<file path="src/rtl/sha512_arbiter_if.sv">
// Requester-side bundle for sha512_arbiter. There is one instance per requester.
// Signal suffixes are from the arbiter's point of view.
interface sha512_arbiter_if;
    logic        valid_i;   // block word valid
    logic        ready_o;   // block word accepted
    logic [31:0] data_i;    // block word, MSW first
    logic        first_i;   // first block of a message, sampled with word 0
    logic        last_i;    // final block of a message, sampled with the last word
    logic        dvalid_o;  // digest word valid
    logic        dready_i;  // digest word consumed
    logic [31:0] digest_o;  // digest word, MSW first

    // Requester side
    modport master (
        output valid_i, data_i, first_i, last_i, dready_i,
        input  ready_o, dvalid_o, digest_o
    );

    // Arbiter side
    modport slave (
        input  valid_i, data_i, first_i, last_i, dready_i,
        output ready_o, dvalid_o, digest_o
    );
endinterface

</file>
<file path="src/rtl/sha512_arbiter.sv">
// sha512_arbiter: shares one sha512 core between two requesters.
// A 1024-bit block is buffered from the granted requester, then the core receives
// START/CONT and a 32-word burst. After the last block, the 16-word digest is read
// back and handed to the owner. The grant is held for the whole message.
module sha512_arbiter #(
    parameter int unsigned BLOCK_WORDS  = 32,
    parameter int unsigned DIGEST_WORDS = 16,
    parameter logic [3:0]  CMD_START    = 4'h1,
    parameter logic [3:0]  CMD_CONT     = 4'h2,
    parameter logic [3:0]  CMD_READ     = 4'h3,
    parameter int unsigned BUSY_BIT     = 4,
    parameter int unsigned READ_LAT     = 1
) (
    input  logic                   clk_i,
    input  logic                   rst_i,
    sha512_arbiter_if.slave        req0,
    sha512_arbiter_if.slave        req1,
    output logic [31:0]            core_text_o,
    input  logic [31:0]            core_text_i,
    output logic [3:0]             core_cmd_o,
    output logic                   core_cmd_w_o,
    input  logic [4:0]             core_status_i,
    output logic                   grant_o,
    output logic                   busy_o
);

    localparam int unsigned WW = $clog2(BLOCK_WORDS);
    localparam int unsigned DW = $clog2(DIGEST_WORDS);
    localparam int unsigned LW = (READ_LAT > 1) ? $clog2(READ_LAT) : 1;

    localparam logic [WW-1:0] W_LAST   = WW'(BLOCK_WORDS - 1);
    localparam logic [DW-1:0] D_LAST   = DW'(DIGEST_WORDS - 1);
    localparam logic [LW-1:0] LAT_INIT = LW'(READ_LAT - 1);

    localparam logic [2:0] S_IDLE  = 3'd0;
    localparam logic [2:0] S_LOAD  = 3'd1;
    localparam logic [2:0] S_CMD   = 3'd2;
    localparam logic [2:0] S_PUSH  = 3'd3;
    localparam logic [2:0] S_WAIT  = 3'd4;
    localparam logic [2:0] S_RDCMD = 3'd5;
    localparam logic [2:0] S_RDCAP = 3'd6;
    localparam logic [2:0] S_DOUT  = 3'd7;

    logic [2:0]    r_state;
    logic          r_grant;
    logic          r_prio;
    logic [31:0]   r_buf [BLOCK_WORDS];
    logic [31:0]   r_dig [DIGEST_WORDS];
    logic [WW-1:0] r_wcnt;
    logic [DW-1:0] r_dcnt;
    logic [LW-1:0] r_lat;
    logic          r_first;
    logic          r_last;
    logic          r_wfirst;

    logic          w_v0;
    logic          w_v1;
    logic          w_win;
    logic          w_load;
    logic          w_dout;
    logic          w_sel_valid;
    logic [31:0]   w_sel_data;
    logic          w_sel_first;
    logic          w_sel_last;
    logic          w_sel_dready;
    logic          w_xfer;
    logic          w_dxfer;
    logic          w_core_busy;
    logic [31:0]   w_digest;
    logic          w_status_unused;

    // Request selection. The priority pointer breaks ties, and the owner's signals are muxed.
    always_comb begin
        w_v0         = req0.valid_i;
        w_v1         = req1.valid_i;
        w_win        = (w_v0 && w_v1) ? r_prio : w_v1;
        w_load       = (r_state == S_LOAD);
        w_dout       = (r_state == S_DOUT);
        w_sel_valid  = r_grant ? req1.valid_i  : req0.valid_i;
        w_sel_data   = r_grant ? req1.data_i   : req0.data_i;
        w_sel_first  = r_grant ? req1.first_i  : req0.first_i;
        w_sel_last   = r_grant ? req1.last_i   : req0.last_i;
        w_sel_dready = r_grant ? req1.dready_i : req0.dready_i;
        w_xfer       = w_load && w_sel_valid;
        w_dxfer      = w_dout && w_sel_dready;
        w_core_busy  = core_status_i[BUSY_BIT];
        w_digest     = r_dig[r_dcnt];
    end

    // Only the busy flag of the core status is meaningful here
    assign w_status_unused = ^core_status_i;

    // Requester-facing handshakes. Only the owner ever sees ready/dvalid.
    always_comb begin
        req0.ready_o  = w_load && !r_grant;
        req1.ready_o  = w_load &&  r_grant;
        req0.dvalid_o = w_dout && !r_grant;
        req1.dvalid_o = w_dout &&  r_grant;
        req0.digest_o = (w_dout && !r_grant) ? w_digest : '0;
        req1.digest_o = (w_dout &&  r_grant) ? w_digest : '0;
    end

    // Core-facing command and text bus. All of it is quiet except in CMD, RDCMD and PUSH.
    always_comb begin
        core_cmd_w_o = 1'b0;
        core_cmd_o   = '0;
        core_text_o  = '0;
        case (r_state)
            S_CMD: begin
                core_cmd_w_o = 1'b1;
                core_cmd_o   = r_first ? CMD_START : CMD_CONT;
            end
            S_RDCMD: begin
                core_cmd_w_o = 1'b1;
                core_cmd_o   = CMD_READ;
            end
            S_PUSH: core_text_o = r_buf[r_wcnt];
            default: ;
        endcase
        grant_o = r_grant;
        busy_o  = (r_state != S_IDLE);
    end

    // Arbitration, block buffering, core sequencing and digest delivery
    always_ff @(posedge clk_i) begin
        if (!rst_i) begin
            r_state  <= S_IDLE;
            r_grant  <= 1'b0;
            r_prio   <= 1'b0;
            r_wcnt   <= '0;
            r_dcnt   <= '0;
            r_lat    <= '0;
            r_first  <= 1'b0;
            r_last   <= 1'b0;
            r_wfirst <= 1'b0;
            for (int unsigned i = 0; i < BLOCK_WORDS; i++) r_buf[i] <= '0;
            for (int unsigned i = 0; i < DIGEST_WORDS; i++) r_dig[i] <= '0;
        end else begin
            case (r_state)
                S_IDLE: begin
                    if (w_v0 || w_v1) begin
                        r_grant <= w_win;
                        r_wcnt  <= '0;
                        r_state <= S_LOAD;
                    end
                end
                S_LOAD: begin
                    if (w_xfer) begin
                        r_buf[r_wcnt] <= w_sel_data;
                        if (r_wcnt == '0) r_first <= w_sel_first;
                        if (r_wcnt == W_LAST) begin
                            r_last  <= w_sel_last;
                            r_wcnt  <= '0;
                            r_state <= S_CMD;
                        end else begin
                            r_wcnt <= r_wcnt + 1'b1;
                        end
                    end
                end
                S_CMD: begin
                    r_state <= S_PUSH;
                end
                S_PUSH: begin
                    if (r_wcnt == W_LAST) begin
                        r_wcnt   <= '0;
                        r_wfirst <= 1'b1;
                        r_state  <= S_WAIT;
                    end else begin
                        r_wcnt <= r_wcnt + 1'b1;
                    end
                end
                S_WAIT: begin
                    // The core may not have raised busy yet on the first cycle
                    if (r_wfirst) begin
                        r_wfirst <= 1'b0;
                    end else if (!w_core_busy) begin
                        r_state <= r_last ? S_RDCMD : S_LOAD;
                    end
                end
                S_RDCMD: begin
                    r_lat   <= LAT_INIT;
                    r_dcnt  <= '0;
                    r_state <= S_RDCAP;
                end
                S_RDCAP: begin
                    if (r_lat != '0) begin
                        r_lat <= r_lat - 1'b1;
                    end else begin
                        r_dig[r_dcnt] <= core_text_i;
                        if (r_dcnt == D_LAST) begin
                            r_dcnt  <= '0;
                            r_state <= S_DOUT;
                        end else begin
                            r_dcnt <= r_dcnt + 1'b1;
                        end
                    end
                end
                S_DOUT: begin
                    if (w_dxfer) begin
                        if (r_dcnt == D_LAST) begin
                            r_dcnt  <= '0;
                            r_prio  <= ~r_grant;
                            r_state <= S_IDLE;
                        end else begin
                            r_dcnt <= r_dcnt + 1'b1;
                        end
                    end
                end
                default: r_state <= S_IDLE;
            endcase
        end
    end

endmodule

</file>
<file path="src/flat_wrapper.sv">
// flat-port wrapper written by rule: the top's interface ports become plain ports
module sha512_arbiter_flat 
#(
    parameter int unsigned BLOCK_WORDS  = 32,
    parameter int unsigned DIGEST_WORDS = 16,
    parameter logic [3:0]  CMD_START    = 4'h1,
    parameter logic [3:0]  CMD_CONT     = 4'h2,
    parameter logic [3:0]  CMD_READ     = 4'h3,
    parameter int unsigned BUSY_BIT     = 4,
    parameter int unsigned READ_LAT     = 1
)
  (clk_i, rst_i, core_text_o, core_text_i, core_cmd_o, core_cmd_w_o, core_status_i, grant_o, busy_o, req0_valid_i, req0_data_i, req0_first_i, req0_last_i, req0_dready_i, req0_ready_o, req0_dvalid_o, req0_digest_o, req1_valid_i, req1_data_i, req1_first_i, req1_last_i, req1_dready_i, req1_ready_o, req1_dvalid_o, req1_digest_o);
  sha512_arbiter_if req0_i ();
  sha512_arbiter_if req1_i ();
  input  logic clk_i;
  input  logic rst_i;
  output logic [31:0] core_text_o;
  input  logic [31:0] core_text_i;
  output logic [3:0] core_cmd_o;
  output logic core_cmd_w_o;
  input  logic [4:0] core_status_i;
  output logic grant_o;
  output logic busy_o;
  input wire logic [$bits(req0_i.valid_i)-1:0] req0_valid_i;
  input wire logic [$bits(req0_i.data_i)-1:0] req0_data_i;
  input wire logic [$bits(req0_i.first_i)-1:0] req0_first_i;
  input wire logic [$bits(req0_i.last_i)-1:0] req0_last_i;
  input wire logic [$bits(req0_i.dready_i)-1:0] req0_dready_i;
  output wire logic [$bits(req0_i.ready_o)-1:0] req0_ready_o;
  output wire logic [$bits(req0_i.dvalid_o)-1:0] req0_dvalid_o;
  output wire logic [$bits(req0_i.digest_o)-1:0] req0_digest_o;
  input wire logic [$bits(req1_i.valid_i)-1:0] req1_valid_i;
  input wire logic [$bits(req1_i.data_i)-1:0] req1_data_i;
  input wire logic [$bits(req1_i.first_i)-1:0] req1_first_i;
  input wire logic [$bits(req1_i.last_i)-1:0] req1_last_i;
  input wire logic [$bits(req1_i.dready_i)-1:0] req1_dready_i;
  output wire logic [$bits(req1_i.ready_o)-1:0] req1_ready_o;
  output wire logic [$bits(req1_i.dvalid_o)-1:0] req1_dvalid_o;
  output wire logic [$bits(req1_i.digest_o)-1:0] req1_digest_o;
  assign req0_i.valid_i = req0_valid_i;
  assign req0_i.data_i = req0_data_i;
  assign req0_i.first_i = req0_first_i;
  assign req0_i.last_i = req0_last_i;
  assign req0_i.dready_i = req0_dready_i;
  assign req0_ready_o = req0_i.ready_o;
  assign req0_dvalid_o = req0_i.dvalid_o;
  assign req0_digest_o = req0_i.digest_o;
  assign req1_i.valid_i = req1_valid_i;
  assign req1_i.data_i = req1_data_i;
  assign req1_i.first_i = req1_first_i;
  assign req1_i.last_i = req1_last_i;
  assign req1_i.dready_i = req1_dready_i;
  assign req1_ready_o = req1_i.ready_o;
  assign req1_dvalid_o = req1_i.dvalid_o;
  assign req1_digest_o = req1_i.digest_o;
  sha512_arbiter #(.BLOCK_WORDS(BLOCK_WORDS), .DIGEST_WORDS(DIGEST_WORDS), .CMD_START(CMD_START), .CMD_CONT(CMD_CONT), .CMD_READ(CMD_READ), .BUSY_BIT(BUSY_BIT), .READ_LAT(READ_LAT)) u_core (.clk_i(clk_i), .rst_i(rst_i), .req0(req0_i), .req1(req1_i), .core_text_o(core_text_o), .core_text_i(core_text_i), .core_cmd_o(core_cmd_o), .core_cmd_w_o(core_cmd_w_o), .core_status_i(core_status_i), .grant_o(grant_o), .busy_o(busy_o));
endmodule
</file>
<file path="config.mk">
export PLATFORM = sky130hd
export DESIGN_NAME = sha512_arbiter_flat
export DESIGN_NICKNAME = d
export VERILOG_FILES = /design/src/rtl/sha512_arbiter_if.sv /design/src/rtl/sha512_arbiter.sv /design/src/flat_wrapper.sv
export SDC_FILE = /design/constraint.sdc
export NUM_CORES = 2
export LEC_CHECK = 0
export ABC_AREA = 0
export CORE_AREA = 2 2 318 634
export CTS_BUF_LIST = sky130_fd_sc_hd__clkbuf_8
export DETAILED_ROUTE_END_ITERATION = 10
export DIE_AREA = 0 0 320 636
export HOLD_SLACK_MARGIN = 0.06
export MAX_ROUTING_LAYER = met4
export PLACE_DENSITY_LB_ADDON = 0.1
export SLEW_MARGIN = 20
export SYNTH_ARGS = -nofsm -noshare
export SYNTH_HDL_FRONTEND = slang
export SYNTH_SLANG_ARGS = --single-unit
</file>
<file path="constraint.sdc">
create_clock -name clk_i -period 5.81 [get_ports clk_i]
set_clock_uncertainty 0.2 [all_clocks]
set_input_delay 1.162 -clock clk_i [delete_from_list [all_inputs] [get_ports clk_i]]
set_output_delay 1.162 -clock clk_i [all_outputs]
set_load 0.01 [all_outputs]
</file>
==> impl_metrics.json <==
{
  "status": "complete, no violations",
  "numCtsBuffers": 235,
  "avgSynthCellArea_um2": 15.28,
  "p_per_area_mw_per_mm2": 299.0,
  "drtPass1Iterations": 6,
  "hold_viol": 0,
  "cts.sinks": 1562,
  "rsz0062_at_grt": "false",
  "drive_gt1_share_pct": 21.62,
  "area_delta_synth_final_pct": 15.34,
  "port_buffers": 211,
  "multi_input_area_mm2": 0.02130,
  "power.leakage_nw": 27.01,
  "max_slew_margin_pct": 25.08,
  "r2r_end": "u_core.r_buf[25][11]",
  "crit_buf_inv": 1,
  "fin_crit_ps": 5585,
  "switching_share_pct": 25.18,
  "cts_resized": 0,
  "ios": 218,
  "p_clk_share_pct": 36.7,
  "nFillCells": 18520,
  "instances_no_fill": 7489,
  "nets": 4847,
  "synth_seq_area_share_pct": 67.52,
  "ff2ff_path_depth": 8,
  "drv_slew": 0,
  "hpwl_um": 138300,
  "routed_via_density": 5.287,
  "min_path_cells": 2,
  "path_class": "flop to output port",
  "wl_per_cell_um": 29.87,
  "cts_tree": "built",
  "crit_path_end_kind": "output port",
  "grt_pass1_vias": 42990,
  "cts_root_buf": "clkbuf_8",
  "initialDrtViolationCount": 2845,
  "ys.flop_type": "edfxtp_1",
  "cp-start-kind": "flop",
  "yosysWarningCount": 0,
  "max_cap_viol_count": 0,
  "htree_levels": 4,
  "synth_seq_cells": 1562,
  "r2r-start": "u_core.r_state[2]",
  "crit_required_ps": 4450,
  "synth_edf_count": 1536,
  "synthArstFlopShare_pct": 0,
  "num_rows": 232,
  "p_sw_mw": 5.999,
  "fin_util_pct": 40.01,
  "worst_ep_arrival_time_ps": 4220,
  "dieHeight_um": 636,
  "synth_cell_type_count": 51,
  "antenna_left": 0,
  "cp_max_fo": 18,
  "regArea_mm2": 0.04667,
  "grt_max_degree": 51,
  "endpoint": "core_text_o[24]",
  "die-area_mm2": 0.2035,
  "hold_buffers": 0,
  "finalPower_mw": 23.82,
  "numPlacedInstances": 7053,
  "critPathSlowestCell": "a221oi_1",
  "clk_pin_slew_ps": 60,
  "syn_inst": 4520,
  "num_vias": 39600,
  "p_int_mw": 17.82,
  "min_period_over_period_pct": 96.13,
  "hold_class": "flop to flop",
  "start_util_pct": 34.69,
  "r2r_slack_ps": 2220,
  "track_usage_pct": 22.58,
  "max_stage_delay_ps": 720,
  "wl_um": 223700,
  "clock_path_buffers": 4,
  "fmax_ghz": 0.1791,
  "place_congestion": 0.7695,
  "grt_overflow": 0,
  "post_cts_buffers": 0,
  "chipWidth_um": 320,
  "p_comb_share_pct": 9.0,
  "critical_path_cell_count": 6,
  "setup_viol": 0,
  "ir_drop_mv": 0.1815,
  "worst_pin_slew_ps": 1100,
  "insertion_delay_ps": 950,
  "holdWs_ps": 283.6,
  "seqPwrFrac_pct": 54.3,
  "grt_pass1_wl_um": 316000,
  "syn_area_mm2": 0.06908,
  "drc": 0,
  "design.core.area_mm2": 0.1991,
  "path_cells": "mux4_2 -> mux2i_1 -> nor2_1 -> a221oi_1 -> a21oi_1 -> clkdlybuf4s50_1",
  "antenna_found_initial": 10,
  "fin_setup_tns_ps": 0,
  "crit_family": "multiplexers"
}
==> power by group through the flow <==
stage	registers (mW)	clock network, mW	logic [mW]
2_1_floorplan	13.1	0	1.20
3_3_place_gp	13.2	0	2.14
3_5_place_dp	13.2	0	2.15
4_1_cts	12.9	8.98	2.16
5_1_grt	13.0	9.37	2.28
6_report	12.9	8.74	2.15
==> layer usage <==
metal,global-route usage (%),vias up,share of wire [%]
met5,-,-,0
met4,7.584,0,3.5
met3,2.711,429,3.8
met1,23.19,21020,35
li1,-,17080,-
met2,43.72,1065,58
==> worst min-delay path by stage <==
stage	slack, ps	startpoint	endpoint
6_report	280	u_core.r_wfirst	u_core.r_wfirst
5_1_grt	300	u_core.r_wfirst	u_core.r_wfirst
3_5_place_dp	280	u_core.r_wfirst	u_core.r_wfirst
3_3_place_gp	270	u_core.r_wfirst	u_core.r_wfirst
4_1_cts	290	u_core.r_wfirst	u_core.r_wfirst
2_1_floorplan	250	u_core.r_wfirst	u_core.r_wfirst
==> cell usage after synthesis, drive strengths merged (2+ instances only) <==
cell / number / area [um2]
edfxtp: 1536 / 46120
nor2: 1075 / 4035
and2: 547 / 3422
mux4: 416 / 9515
clkbuf: 343 / 1289
buf: 93 / 626.8
nand2: 91 / 341.6
mux2: 72 / 810.8
mux2i: 61 / 610.6
a21oi: 38 / 190.2
nor2b: 37 / 231.5
o221ai: 32 / 280.3
dfxtp: 26 / 520.5
a221oi: 25 / 219.0
o21ai: 20 / 100.1
nand2b: 13 / 88.83
inv: 11 / 41.29
ha: 9 / 112.6
nand3: 9 / 45.04
nor3: 9 / 70.07
a22oi: 8 / 60.06
a31oi: 8 / 50.05
and3: 8 / 50.05
nor3b: 5 / 37.54
or3: 4 / 25.02
or4: 3 / 22.52
and3b: 2 / 17.52
nand4: 2 / 12.51
o2111ai: 2 / 17.52
o31ai: 2 / 15.01
or2: 2 / 12.51
==> flip-flops by register name (all words and copies together) (netlist names), named ones only <==
signal	flops
u_core.r_wfirst	1
u_core.grant_o	1
u_core.r_dig	512
u_core.r_dcnt	4
u_core.r_state	3
u_core.r_first	1
u_core.r_last	1
u_core.r_buf	1024
u_core.r_wcnt	5
u_core.r_prio	1
==> worst min-delay path, cell delays in order (launching register included) <==
cell and delay (ps):
dfxtp_1 320, inv_1 50, a221oi_1 60
==> cells by family (layout without fill, tap and decap cells) <==
kind of cell / count (synthesis) / in the layout / synth area share [%]
other: 1 / 14 / 0.005428
multiplexers: 549 / 549 / 15.83
AND/OR/NAND/NOR: 1808 / 1808 / 12.19
flip-flops: 1562 / 1562 / 67.52
adder cells (fa/ha/maj): 9 / 9 / 0.1630
XOR/XNOR: 2 / 2 / 0.02536
buffers and inverters: 447 / 829 / 2.833
AO/OA/AOI/OAI: 142 / 142 / 1.429
==> layout make-up <==
cell class	count	area share [%]
diodes	12	0.03769
multi-input cells	2512	26.73
flip-flops and latches	1562	58.58
clock inverters	175	1.247
well taps	2574	4.042
repair buffers	405	5.199
clock buffers	238	4.111
inverters	11	0.05182
==> stage by stage <==
step           setup slack [ps]  cell area (um2)
2_1_floorplan              1259            69080
3_3_place_gp               1108            75070
3_5_place_dp               1095            75090
4_1_cts                   34.62            79360
5_1_grt                   67.68            79680
6_report                  225.1            79680
==> placed cells by master (no fill, tap or decap), drive strengths merged, types with 12 or more instances in the layout <==
cell,netlist,layout
buf,93,193
o21ai,20,20
nand2,91,91
mux4,416,416
clkinv,0,82
clkdlybuf4s50,0,210
mux2i,61,61
nor2b,37,37
clkbuf,343,240
edfxtp,1536,1536
and2,547,547
o221ai,32,32
nor2,1075,1075
inv,11,90
a221oi,25,25
dfxtp,26,26
diode,0,12
mux2,72,72
nand2b,13,13
a21oi,38,38
Note: power is estimated with default switching activity, not from simulation.
